**config.mk**
```make
export PLATFORM = sky130hd
export DESIGN_NAME = timer_delay
export DESIGN_NICKNAME = d
export VERILOG_FILES = /design/src/rtl/timer_delay.sv
export SDC_FILE = /design/constraint.sdc
export NUM_CORES = 1
export LEC_CHECK = 0
export BUFFER_PORTS_ARGS = -buffer_cell sky130_fd_sc_hd__buf_2
export CAP_MARGIN = 20
export CORE_ASPECT_RATIO = 1.2
export CORE_MARGIN = 2
export CORE_UTILIZATION = 56
export CTS_BUF_LIST = sky130_fd_sc_hd__clkbuf_8
export DETAILED_ROUTE_END_ITERATION = 10
export GPL_TIMING_DRIVEN = 0
export MAX_ROUTING_LAYER = met4
export PLACE_DENSITY = 0.81
export REMOVE_ABC_BUFFERS = 1
export SLEW_MARGIN = 20
export SYNTH_ARGS = -nofsm -noshare
export SYNTH_HDL_FRONTEND = slang
export SYNTH_SLANG_ARGS = --single-unit
export TNS_END_PERCENT = 100
```
**constraint.sdc**
```tcl
create_clock -name clk -period 2.2 [get_ports clk]
set_input_delay 0.11 -clock clk [delete_from_list [all_inputs] [get_ports clk]]
set_output_delay 0.11 -clock clk [all_outputs]
set_load 0.03 [all_outputs]
```
**src/rtl/timer_delay.sv**
```systemverilog
// rtl/timer_delay.sv - programmable one-shot delay timer (IDLE/RUN/DONE) with prescaled tick counter
module timer_delay #(
    parameter int N        = 16,
    parameter int PRESCALE = 1000
) (
    input  logic         clk,
    input  logic         reset,
    input  logic         START,
    input  logic [N-1:0] DELAY,
    input  logic         CANCEL,
    output logic         RDY,
    output logic         EXPIRED,
    output logic         BUSY,
    output logic [N-1:0] COUNT
);

    localparam int PW = (PRESCALE > 1) ? $clog2(PRESCALE) : 1;
    localparam logic [PW-1:0] PRE_LAST = PW'(PRESCALE - 1);

    typedef enum logic [1:0] {
        S_IDLE = 2'd0,
        S_RUN  = 2'd1,
        S_DONE = 2'd2
    } state_t;

    state_t         r_state;
    state_t         w_next;
    logic [N-1:0]   r_count;
    logic [PW-1:0]  r_pre;
    logic           w_tick;
    logic           w_last;
    logic           w_load;

    assign w_tick = (r_pre == PRE_LAST);
    assign w_last = w_tick && (r_count == N'(1));

    always_ff @(posedge clk or posedge reset) begin
        if (reset) begin
            r_state <= S_IDLE;
        end else begin
            r_state <= w_next;
        end
    end

    // DONE accepts a new START exactly like IDLE so back-to-back delays have no gap
    always_comb begin
        w_next = S_IDLE;
        w_load = 1'b0;
        case (r_state)
            S_IDLE, S_DONE: begin
                if (!CANCEL && START) begin
                    if (DELAY != '0) begin
                        w_next = S_RUN;
                        w_load = 1'b1;
                    end else begin
                        w_next = S_DONE;
                    end
                end
            end
            S_RUN: begin
                if (CANCEL) begin
                    w_next = S_IDLE;
                end else if (w_last) begin
                    w_next = S_DONE;
                end else begin
                    w_next = S_RUN;
                end
            end
            default: w_next = S_IDLE;
        endcase
    end

    always_ff @(posedge clk or posedge reset) begin
        if (reset) begin
            r_count <= '0;
            r_pre   <= '0;
        end else if (w_load) begin
            r_count <= DELAY;
            r_pre   <= '0;
        end else if (r_state == S_RUN && !CANCEL) begin
            if (w_tick) begin
                r_pre   <= '0;
                r_count <= r_count - N'(1);
            end else begin
                r_pre   <= r_pre + PW'(1);
            end
        end else begin
            r_count <= '0;
            r_pre   <= '0;
        end
    end

    assign BUSY    = (r_state == S_RUN);
    assign RDY     = (r_state != S_RUN);
    assign EXPIRED = (r_state == S_DONE);
    assign COUNT   = (r_state == S_RUN) ? r_count : '0;

endmodule
```
==> results.sh <==
export IMPL_detail_route_wirelength_mm=4.503
export IMPL_hold_depth=3
export IMPL_final_util_pct=68.43
export IMPL_initial_utilization_pct=57.71
export IMPL_synth_top_cells_by_count="dfrtp_1 (28), nand2_1 (16), nor2_1 (15), and2_1 (13), o21ai_0 (11)"
export IMPL_final_nets=255
export IMPL_p_per_area_nw_per_um2=679.1
export IMPL_via_per_inst=6.296
export IMPL_rr_worst_depth=6
export IMPL_r2r_end="r_count[14]$_DFFE_PP0P_"
export IMPL_worst_path_max_fanout=6
export IMPL_finalInstanceArea_um2=2053
export IMPL_outcome="finished, final reports clean"
export IMPL_ctsHtreeMaxLevel=1
export IMPL_antenna_found_initial=0
export IMPL_tritoncts="built"
export IMPL_finalSetupViolCount=0
export IMPL_vdd_drop_max_v=0.0003765
export IMPL_worst_path_buf_inv=1
export IMPL_core_um2=3000
export IMPL_hold_path_class="primary input to register"
export IMPL_grt_first_pass_wirelength_mm=7.245
export IMPL_rsz0062_at_grt="no"
export IMPL_synth_compound_area_share_pct=20.23
export IMPL_synth_simple_area_share_pct=29.62
export IMPL_cts_sink_count=28
export IMPL_synthDistinctLibCells=48
export IMPL_synth_top_family_by_area="simple AND/OR/NAND/NOR gates"
export IMPL_synth_cells=197
export IMPL_cts_made_buffers=3
export IMPL_relSlewSlack_pct=60.46
export IMPL_synth_top_cell_area_share_pct=40.46
export IMPL_place_congestion=0.8503
export IMPL_crit_chain="inv_1, ha_1, nor3b_2, and2_0, nand3_1, a32o_1"
export IMPL_drc=0
export IMPL_grt_pass1_vias=1522
export IMPL_arrival_ns=2.26
export IMPL_grt_overflow_total=0
export IMPL_synth_area_um2=1732
export IMPL_synthAdderAreaFrac_pct=2.168
export IMPL_die_area_um2=3555
export IMPL_cts_setup_buffers=0
export IMPL_drv_slew=0
export IMPL_synth_most_common_cell="dfrtp_1"
export IMPL_post_dp_hpwl_mm=3.178
export IMPL_slowest_stage="dfrtp_1"
export IMPL_dr_total_vias=1681
export IMPL_yosysTopAreaCell="dfrtp_1"
export IMPL_drive_gt1_share_pct=26.41
export IMPL_fillers=249
export IMPL_yosysWarnings=0
export IMPL_fmax_mhz=481.4
export IMPL_maxCapViolCount=0
export IMPL_port_buffer_count=38
export IMPL_synth_area_leaders="dfrtp_1 (40%), and2_1 (4.7%), nor4_1 (3.6%)"
export IMPL_min_to="r_count[5]$_DFFE_PP0P_"
export IMPL_tightest_slew_ns=0.5923
export IMPL_diodes=0
export IMPL_max_stage_delay_ns=0.45
export IMPL_dr_pass1_iters=4
export IMPL_hold_ws_ns=0.07353
export IMPL_dpl_cell_area_um2=1949
export IMPL_grt_max_degree=29
export IMPL_ys_seq_elements=28
export IMPL_synth_edf_count=0
export IMPL_cp_required_ns=2.38
export IMPL_regToRegSetupSlack_ns=0.12
export IMPL_worstSetupPathType="register to register"
export IMPL_muxShareOfSynthArea_pct=0
export IMPL_synthFlopType="dfrtp_1"
export IMPL_start_kind="register"
export IMPL_hold_violations=0
export IMPL_die_h_um=64.92
export IMPL_track_usage_pct=28.22
export IMPL_seq_area_frac_synth_pct=40.46
export IMPL_syn2layout_area_growth_pct=18.57
export IMPL_fin_crit_sh_pct=94.43
export IMPL_drt_iter0_markers=76
export IMPL_path_delay_family="simple AND/OR/NAND/NOR gates"
export IMPL_endpoint_kind="register"
export IMPL_synth_area_per_cell_um2=8.790
export IMPL_fin_crit_ns=2.077
export IMPL_clockRootBuffer="clkbuf_8"
export IMPL_r2r_start="r_count[0]$_DFFE_PP0P_"
export IMPL_min_from="DELAY[5]"
export IMPL_ios=39
export IMPL_wire_per_inst_um=16.87
export IMPL_path_clk_slew_ns=0.10
export IMPL_synthArstFlopShare_pct=100.0
export IMPL_fin_skew_ns=0.004116
export IMPL_chipWidth_um=54.76
export IMPL_rows=22
export IMPL_synth_xor_area_share_pct=3.540
export IMPL_p_leak_nw=0.9392
export IMPL_drtAntennaViolNets=0
export IMPL_insertion_delay_ns=0.28
export IMPL_clk_path_buf_depth=2
## metal layers
metal	vias up	share of wire (%)	GRT usage [%]
met1	817	41	36.61
met4	0	1.4	10.00
met3	8	4.7	2.304
li1	799	-	-
met2	57	53	45.24
met5	-	0	-
## worst max path at each step
stage,to,cells after the start,from,slack [ns]
floorplan,COUNT[0],3,r_state[0]$_DFF_PP0_,0.03
global placement,r_count[4]$_DFFE_PP0P_,4,r_state[0]$_DFF_PP0_,-0.38
detailed placement,r_count[14]$_DFFE_PP0P_,6,r_count[0]$_DFFE_PP0P_,-0.002
CTS,r_count[10]$_DFFE_PP0P_,5,r_pre[0]$_DFF_PP0_,0.06
global route,r_count[14]$_DFFE_PP0P_,6,r_count[0]$_DFFE_PP0P_,0.02
finish,r_count[14]$_DFFE_PP0P_,6,r_count[0]$_DFFE_PP0P_,0.12
## sequential cells by signal, summed over array words and instances (netlist names)
signal,count
r_state,2
r_pre,10
r_count,16
## per-stage QoR
step,total power [mW],worst slack [ns],TNS [ns],std cells
6_report,1.394,0.1225,0,267
5_1_grt,1.459,0.01956,0,267
4_1_cts,1.380,0.05752,0,266
3_5_place_dp,0.9669,-0.002307,-0.002307,262
3_3_place_gp,0.9566,-0.3810,-4.646,260
2_1_floorplan,0.8575,0.03267,0,186
## cell type report
type,instances,area [µm²],share of cell area [%]
Clock buffer,3,41.29,2.011
Clock inverter,1,30.03,1.463
Inverter,7,26.28,1.280
Multi-Input combinational cell,151,994.7,48.45
Sequential cell,28,700.7,34.13
Tap cell,36,45.04,2.194
Timing Repair Buffer,41,215.2,10.48
## power by group
part,internal [mW],switching (mW)
clock,0.244,0.172
sequential,0.550,0.0526
combinational,0.147,0.229
## worst min-delay path, cell delays in order
cell and delay (ns):
buf_2 0.11, nand2_1 0.05, a21oi_1 0.05
## what timing repair did
item | 4_1_cts | 5_1_grt
hold buffers | 0 | 1
hold endpoints to repair | 0 | 28
gates resized for setup | 1 | 4
setup endpoints to repair | 2 | 7
## cells in the final DEF (no fill, tap or decap), types with 4 or more instances in the layout
cell     netlist  routed
buf_2          1      38
dfrtp_1       28      28
nand2_1       16      16
nor2_1        15      14
and2_1        13      13
o21ai_0       11      11
nor4_1        10       8
a21oi_1        8       8
nand3_1        7       7
nor3_1         6       6
inv_1          7       6
and3_1         5       5
xnor2_1        4       4
## kinds of logic (layout without fill, tap and decap cells)
group | Yosys count | count (layout)
AO/OA/AOI/OAI | 49 | 49
XOR/XNOR | 7 | 7
adder cells (fa/ha/maj) | 3 | 3
buffers and inverters | 18 | 52
flip-flops | 28 | 28
AND/OR/NAND/NOR | 92 | 92
Note: power is estimated with default switching activity, not from simulation.
